--- src/rtl/ifm_stream_buffer_if.sv ---
// AXI-Stream beat channel feeding the IFM staging buffer.
// The master drives data/valid and the slave returns ready.
interface ifm_stream_buffer_if #(
  parameter int DATA_WIDTH = 512
);
  logic [DATA_WIDTH-1:0] tdata;
  logic                  tvalid;
  logic                  tready;

  modport master (
    output tdata,
    output tvalid,
    input  tready
  );

  modport slave (
    input  tdata,
    input  tvalid,
    output tready
  );
endinterface

--- src/rtl/ifm_stream_buffer.sv ---
// IFM staging buffer: show-ahead FIFO between the IFM stream DMA and the parser.
// Primes the FIFO, pulses start_conv_pulse, then pops one word per parser request.
module ifm_stream_buffer #(
  parameter int DATA_WIDTH  = 512,
  parameter int DEPTH       = 8,
  parameter int PRIME_LEVEL = 5,
  parameter int CNT_WIDTH   = 16
) (
  input  logic                  clk,
  input  logic                  rst,
  input  logic                  start_conv,
  input  logic [CNT_WIDTH-1:0]  word_count,
  ifm_stream_buffer_if.slave    s_axis,
  input  logic                  input_req,
  output logic [DATA_WIDTH-1:0] fm,
  output logic                  start_conv_pulse,
  output logic                  busy,
  output logic                  done,
  output logic                  underrun
);

  localparam int             AW        = $clog2(DEPTH);
  localparam logic [AW:0]    PRIME_OCC = (AW+1)'(PRIME_LEVEL);
  localparam logic [CNT_WIDTH-1:0] CNT_ZERO = {CNT_WIDTH{1'b0}};
  localparam logic [CNT_WIDTH-1:0] CNT_ONE  = {{(CNT_WIDTH-1){1'b0}}, 1'b1};
  localparam logic [AW:0]    PTR_ONE   = {{AW{1'b0}}, 1'b1};

  typedef enum logic [1:0] {
    ST_IDLE  = 2'd0,
    ST_PRIME = 2'd1,
    ST_RUN   = 2'd2
  } state_t;

  state_t                 state_r, state_s;
  logic [DATA_WIDTH-1:0]  mem_r [DEPTH];
  logic [AW:0]            wr_ptr_r, rd_ptr_r;
  logic [AW:0]            occupancy_s;
  logic [CNT_WIDTH-1:0]   total_r, rx_cnt_r, tx_cnt_r;
  logic                   full_s, empty_s;
  logic                   push_s, pop_s, underrun_evt_s, accept_s;
  logic                   prime_ok_s, pulse_s, done_s, tready_s;
  logic                   pulse_r, busy_r, done_r, underrun_r;

  // Occupancy flags from the extra-MSB pointer pair.
  always_comb begin
    occupancy_s = wr_ptr_r - rd_ptr_r;
    empty_s     = (wr_ptr_r == rd_ptr_r);
    full_s      = (wr_ptr_r[AW] != rd_ptr_r[AW]) &&
                  (wr_ptr_r[AW-1:0] == rd_ptr_r[AW-1:0]);
  end

  // Stream ready, push/pop qualification and underrun detection.
  always_comb begin
    tready_s       = (state_r != ST_IDLE) && !full_s && (rx_cnt_r < total_r);
    push_s         = s_axis.tvalid && tready_s;
    pop_s          = (state_r == ST_RUN) && input_req && !empty_s;
    underrun_evt_s = (state_r == ST_RUN) && input_req && empty_s;
    prime_ok_s     = (occupancy_s >= PRIME_OCC) || (rx_cnt_r == total_r);
  end

  assign s_axis.tready = tready_s;

  // Show-ahead head: zero whenever nothing is stored.
  always_comb begin
    fm = {DATA_WIDTH{1'b0}};
    if (!empty_s) begin
      fm = mem_r[rd_ptr_r[AW-1:0]];
    end else begin
      fm = {DATA_WIDTH{1'b0}};
    end
  end

  // Next-state and pulse decode.
  always_comb begin
    state_s  = state_r;
    pulse_s  = 1'b0;
    done_s   = 1'b0;
    accept_s = 1'b0;
    case (state_r)
      ST_IDLE: begin
        if (start_conv && (word_count != CNT_ZERO)) begin
          accept_s = 1'b1;
          state_s  = ST_PRIME;
        end else begin
          state_s  = ST_IDLE;
        end
      end
      ST_PRIME: begin
        // The pulse cycle itself is still PRIME; RUN starts one cycle later.
        if (pulse_r) begin
          state_s = ST_RUN;
        end else if (prime_ok_s) begin
          pulse_s = 1'b1;
        end else begin
          state_s = ST_PRIME;
        end
      end
      ST_RUN: begin
        if (pop_s && ((tx_cnt_r + CNT_ONE) == total_r)) begin
          state_s = ST_IDLE;
          done_s  = 1'b1;
        end else begin
          state_s = ST_RUN;
        end
      end
      default: begin
        state_s = ST_IDLE;
      end
    endcase
  end

  // State, counters, pointers and registered status outputs.
  always_ff @(posedge clk) begin
    if (rst) begin
      state_r    <= ST_IDLE;
      wr_ptr_r   <= {(AW+1){1'b0}};
      rd_ptr_r   <= {(AW+1){1'b0}};
      total_r    <= CNT_ZERO;
      rx_cnt_r   <= CNT_ZERO;
      tx_cnt_r   <= CNT_ZERO;
      pulse_r    <= 1'b0;
      busy_r     <= 1'b0;
      done_r     <= 1'b0;
      underrun_r <= 1'b0;
    end else begin
      state_r <= state_s;
      pulse_r <= pulse_s;
      busy_r  <= (state_s != ST_IDLE);
      done_r  <= done_s;
      if (accept_s) begin
        total_r    <= word_count;
        rx_cnt_r   <= CNT_ZERO;
        tx_cnt_r   <= CNT_ZERO;
        underrun_r <= 1'b0;
      end else begin
        if (push_s) begin
          rx_cnt_r <= rx_cnt_r + CNT_ONE;
          wr_ptr_r <= wr_ptr_r + PTR_ONE;
        end
        if (pop_s) begin
          tx_cnt_r <= tx_cnt_r + CNT_ONE;
          rd_ptr_r <= rd_ptr_r + PTR_ONE;
        end
        if (underrun_evt_s) begin
          underrun_r <= 1'b1;
        end
      end
    end
  end

  // Word storage; contents are meaningless while the pointers say empty.
  always_ff @(posedge clk) begin
    if (push_s) begin
      mem_r[wr_ptr_r[AW-1:0]] <= s_axis.tdata;
    end
  end

  assign start_conv_pulse = pulse_r;
  assign busy             = busy_r;
  assign done             = done_r;
  assign underrun         = underrun_r;

endmodule

--- src/flat_wrapper.sv ---
// flat-port wrapper written by rule: the top's interface ports become plain ports
module ifm_stream_buffer_flat 
#(
  parameter int DATA_WIDTH  = 512,
  parameter int DEPTH       = 8,
  parameter int PRIME_LEVEL = 5,
  parameter int CNT_WIDTH   = 16
)
  (clk, rst, start_conv, word_count, input_req, fm, start_conv_pulse, busy, done, underrun, s_axis_tdata, s_axis_tvalid, s_axis_tready);
  ifm_stream_buffer_if #(.DATA_WIDTH(DATA_WIDTH)) s_axis_i ();
  input  logic clk;
  input  logic rst;
  input  logic start_conv;
  input  logic [CNT_WIDTH-1:0] word_count;
  input  logic input_req;
  output logic [DATA_WIDTH-1:0] fm;
  output logic start_conv_pulse;
  output logic busy;
  output logic done;
  output logic underrun;
  input wire logic [$bits(s_axis_i.tdata)-1:0] s_axis_tdata;
  input wire logic [$bits(s_axis_i.tvalid)-1:0] s_axis_tvalid;
  output wire logic [$bits(s_axis_i.tready)-1:0] s_axis_tready;
  assign s_axis_i.tdata = s_axis_tdata;
  assign s_axis_i.tvalid = s_axis_tvalid;
  assign s_axis_tready = s_axis_i.tready;
  ifm_stream_buffer #(.DATA_WIDTH(DATA_WIDTH), .DEPTH(DEPTH), .PRIME_LEVEL(PRIME_LEVEL), .CNT_WIDTH(CNT_WIDTH)) u_core (.clk(clk), .rst(rst), .start_conv(start_conv), .word_count(word_count), .s_axis(s_axis_i), .input_req(input_req), .fm(fm), .start_conv_pulse(start_conv_pulse), .busy(busy), .done(done), .underrun(underrun));
endmodule
--- config.mk ---
export PLATFORM = sky130hd
export DESIGN_NAME = ifm_stream_buffer_flat
export DESIGN_NICKNAME = d
export VERILOG_FILES = /design/src/rtl/ifm_stream_buffer_if.sv /design/src/rtl/ifm_stream_buffer.sv /design/src/flat_wrapper.sv
export SDC_FILE = /design/constraint.sdc
export NUM_CORES = 2
export LEC_CHECK = 0
export ABC_CLOCK_PERIOD_IN_PS = 98500
export CAP_MARGIN = 20
export CORE_MARGIN = 2
export CORE_UTILIZATION = 49
export DETAILED_ROUTE_END_ITERATION = 7
export PLACE_DENSITY = 0.68
export SYNTH_ARGS = -nofsm -noshare
export SYNTH_HDL_FRONTEND = slang
export SYNTH_SLANG_ARGS = --single-unit
export TNS_END_PERCENT = 10
--- constraint.sdc ---
create_clock -name clk -period 98.5 [get_ports clk]
set_clock_uncertainty 0.15 [all_clocks]
set_input_delay 9.85 -clock clk [delete_from_list [all_inputs] [get_ports clk]]
set_output_delay 9.85 -clock clk [all_outputs]
set_load 0.01 [all_outputs]
## Word-level counts from Yosys, hierarchy flattened

Memory sizes are Yosys's and may differ from the RTL's. A register that Yosys moved wholly into a read port is not among the register bits.
Cells that the tools add are included.

- Register bits after elaboration: 62
- RAM bits: 4096
- Input bits: 533
- Output and inout bits: 517
- Logic and storage cells: 63
- Memories: 1

- Add/sub/neg operators: 5
- $lt $le $gt $ge: 2
- Equality and inequality tests: 7
- Multiplexer cells: 14
- Bitwise gates (word level): 3
- Reductions and logical operators: 21

Memories:

| name | words | bits a word | rd ports | clocked after memory_dff | write ports | RTL line | source |
|---|---|---|---|---|---|---|---|
| u_core.mem_r | 8 | 512 | 1 | 1 | 1 | ifm_stream_buffer.sv:35 | `logic [DATA_WIDTH-1:0] mem_r [DEPTH];` |

Operators with widths:

| kind | number |
|---|---|
| two-way mux 512 bit | 1 |
| adder 16 x 1 -> 16 bit, second input constant | 2 |
| equality test 16 bit | 2 |
| < comparator 16 bit | 1 |
| nonzero test 16 bit | 1 |
| logical AND 1 bit | 9 |
| adder 4 x 1 -> 4 bit, second input constant | 2 |
| two-way mux 1 bit | 7 |
| two-way mux 2 bit | 3 |
| two-way mux 3 bit | 2 |
| case mux 2 bit (3 select lines) | 1 |
| equality test 4 bit | 1 |
| greater-or-equal comparator 4 x 3 -> 1 bit, second input constant | 1 |
| AND reduction 2 bit | 2 |
| nonzero test 2 bit | 2 |
| OR reduction 2 bit | 2 |
| subtractor 4 bit | 1 |
| equality test 3 bit | 1 |
| inverter 1 bit | 3 |
| OR reduction 3 bit | 1 |
| equality test 2 x 1 -> 1 bit, second input constant | 1 |
| equality test 2 bit, second input constant | 1 |
| logical NOT 1 bit | 2 |
| logical NOT 2 bit | 1 |
| other kinds (2) | 2 |

## Longest topological paths before layout

- Depth in word-level cells: 8
- Mapped depth: 11
- Gate-level depth less buffers: 9

## Worst setup path before layout

No wires, ideal clock.

- Path kind: input-to-reg
- From: input s_axis_tvalid
- To: memory u_core.mem_r[4][0], enable pin
- Library setup time: 2.820 ns
- Data arrival time: 61.949 ns
- Required time: 95.530 ns
- Path slack: 33.582 ns
- Stages on the path: 4
- Path buffers: 2
- Cell sequence: nand3_2 -> buf_6 -> buf_4 -> nor4b_1

- Word-level cells in the longest chain between the ends: 3

RTL lines:

| item | RTL line | source |
|---|---|---|
| start, declared | flat_wrapper.sv:22 | `input wire logic [$bits(s_axis_i.tvalid)-1:0] s_axis_tvalid;` |
| logical AND 1 bit | ifm_stream_buffer.sv:55 | `push_s = s_axis.tvalid && tready_s;` |
| two-way mux 1 bit | ifm_stream_buffer.sv:153 | `if (push_s) begin` |
| two-way mux 1 bit (implied by the code) | ifm_stream_buffer.sv:154 | `mem_r[wr_ptr_r[AW-1:0]] <= s_axis.tdata;` |
| end, declared | ifm_stream_buffer.sv:35 |  |

Every way passes these cells.

==> results.txt <==
Clock sink total -> 4,161
Design Area, Final -> 188,000 µm²
H-tree levels -> 5
Startpoint Class -> flip-flop
Initial antenna violation count -> 156
Peak supply drop -> 0.0185 mV
DR iter-0 viols -> 7,224
DRC Markers -> 0
Reg2Reg Depth -> 13
Worst r2r src -> u_core.wr_ptr_r[0]
Reg-to-reg slack, setup -> 91.41 ns
CP Cell Sequence -> buf_12 > buf_4 > buf_4 > buf_16 > buf_4 > buf_12 > mux4_2 > mux2i_1 > nor2_1 > clkdlybuf4s50_1
Syn_nets -> 7,493
Core Area -> 321,000 µm²
Post-synth ARST share -> 0%
Yosys reg bits -> 4,161
EDFF count, synth -> 4,096
Synth cell count leaders -> 4,096 x edfxtp_1, 1,024 x mux4_2, 570 x nor2_1, 531 x mux2i_1, 195 x clkbuf_1
Layout cells sized above 1 -> 20.6%
Post-DP Area -> 174,000 µm²
Setup ws final -> 80.98 ns
Total track usage -> 22.1%
Critical Path AT -> 7.52 ns
Vias -> 75.0k
Buffer depth of the longest clock path -> 4
Slew Limit Fails -> 0
Die height -> 572 µm
PostCTS Resize Cnt -> 0
Worst Setup Path Type -> flip-flop to output pin
Fillers -> 22.9k
Clock transition at path regs -> 0.06 ns
Period Utilization, post-route -> 17.8%
Rel. slew slack -> 14.5%
Kind of path behind the tightest hold check -> flip-flop to flip-flop
DP HPWL -> 207,000 µm
Worst-margin pin slew -> 1.28 ns
Final setup vio count -> 0
Max cap viols -> 0
Hold WS -> 0.337 ns
Share of the synthesized area in the top cell type -> 77.7%
Syn. warnings -> 0
RSZ-0062 raised after global routing -> false
Routed vias/inst -> 5.82
Mapped Cells -> 6,936
FF+latch area -> 124,000 µm²
Inserted Clock Buffers -> 420
Die W -> 572 µm
Slowest stage delay, CP -> 0.90 ns
Post-synthesis sequential area ratio -> 78.5%
Vias in the first global route -> 77.1k
I/O Buffers -> 1,049
Capture point of the worst path -> fm[324]
Critical Path Most Common Cell -> buf_4
TritonCTS clock tree -> built
Die ar. -> 328,000 µm²
Dominant cells by area after synthesis -> edfxtp_1 78%, mux4_2 15%, mux2i_1 3.4%
I/O pin count -> 1,050
CTS root buf -> clkbuf_16
Placer congestion estimate -> 0.819
Skew-Pair Late Insertion Delay -> 0.93 ns
Leakage -> 56.3 nW
Initial Util -> 49.3%
Fin cells -> 12.9k
Worst Path Required -> 88.50 ns
Placed insts -> 12.1k
Count leader, synth -> edfxtp_1
Wire per inst -> 28.7 µm
Place WS -> 81.23 ns
Row cnt -> 208
Cell Area, Synth -> 158,000 µm²
Routed Antenna Nets -> 0
Multi-input logic area -> 32,400 µm²
CTS Hold Buffers Added -> 0
Total setup buffers inserted after CTS -> 0
CP max FO -> 111
Fmax -> 57.1 MHz
Top FF cell, synth -> edfxtp_1
First-pass GRT wire length -> 532,000 µm
Setup TNS -> 0 ns
Tmin final -> 17.52 ns
Maximum number of pins on one net before global-route repair -> 166
Syn avg cell area -> 22.8 µm²
CP endpoint kind -> output pin
P&R area growth vs syn -> 18.6%
Final #Nets -> 8,728
Cell Pwr Density -> 19.7 nW/µm²
Cell at the slowest stage of the critical path -> dfxtp_4
GRT overflow -> 0
Yosys cell types -> 54
Worst reg2reg path endpoint -> u_core.mem_r[5][456]
Final hold vios -> 0
Outcome -> finished, final reports clean
WL final -> 369,000 µm
1st-pass router iterations -> 5
Cell taking the most area after synthesis -> edfxtp_1
==> critical path: cells and delay by family (launching register included) <==
family,cells,cell delay (ns)
flops,1,0.90
simple gates,1,0.07
buf+inv,7,4.16
mux,2,0.78
==> state kept, by name, indices dropped and copies added (netlist names), 2 cells and up, named ones only <==
register         count
u_core.rd_ptr_r      4
u_core.wr_ptr_r      4
u_core.total_r      16
u_core.mem_r      4096
u_core.state_r       2
u_core.tx_cnt_r     16
u_core.rx_cnt_r     16
==> metrics by stage <==
| stage | total power [mW] | utilization, % |
|---|---|---|
| final | 3.69 | 58.4 |
| after global routing | 3.80 | 58.4 |
| after CTS | 3.73 | 58.4 |
| after detailed placement | 2.17 | 54.2 |
| after global placement | 2.17 | 54.2 |
| after floorplan | 2.10 | - |
==> layer usage <==
| metal | vias to the layer above | wire (µm) | global-route usage [%] |
|---|---|---|---|
| li1 | 31536 | - | - |
| met1 | 39925 | 147000 | 30.0 |
| met2 | 2747 | 175000 | 34.2 |
| met3 | 664 | 36100 | 7.65 |
| met4 | 148 | 10500 | 6.53 |
| met5 | - | 879 | 0 |
==> how the worst min path moves through the flow <==
stage                             start             endpoint  slack (ns)  cells past startpoint
floorplan           u_core.rx_cnt_r[15]  u_core.rx_cnt_r[15]        0.31                      2
global placement        u_core.underrun      u_core.underrun        0.31                      2
detailed placement      u_core.underrun      u_core.underrun        0.32                      2
CTS                     u_core.underrun      u_core.underrun        0.33                      2
global route            u_core.underrun      u_core.underrun        0.35                      2
finish                  u_core.underrun      u_core.underrun        0.34                      2
==> layout make-up <==
cell class,count,area share (%)
antenna,65,0.0867
clock buffer,517,5.85
clock inverter,255,1.35
inverter,25,0.0500
multi-input combinational,2388,17.3
sequential,4161,66.2
tap,4305,2.87
timing repair buffer,1175,6.27
==> cell families (layout without fill, tap and decap cells) <==
group,count (synthesis),after routing,share of synthesized area (%)
muxes,1556,1556,17.9
and+or+nand+nor,691,691,1.79
adders and majority gates,24,24,0.194
other,0,65,0
buffers and inverters,387,1972,0.989
DFF,4161,4161,78.5
xor gates and xnor gates,44,44,0.243
AOI/OAI and AO/OA,73,73,0.302
==> cells in the final DEF (no fill, tap or decap), drive strengths merged, types with 9 or more instances in the layout <==
master / instances
mux4: 1024
edfxtp: 4096
buf: 126
dfxtp: 65
nand3: 23
or3: 11
bufinv: 39
mux2i: 531
ha: 23
xor2: 22
clkbuf: 517
xnor2: 22
o21ai: 14
diode: 65
nor2: 570
clkinv: 195
clkinvlp: 9
inv: 37
nor4: 9
a21oi: 25
nand2: 26
nand4: 14
clkdlybuf4s50: 1049
==> report_power, final <==
part | internal (mW) | switching, mW | leakage, nW
combinational | 0.0695 | 0.0949 | 12.3
sequential | 1.97 | 0.00511 | 37.4
clock | 0.896 | 0.661 | 6.60
total | 2.93 | 0.761 | 56.3
Power figures use the tool's default switching activity.
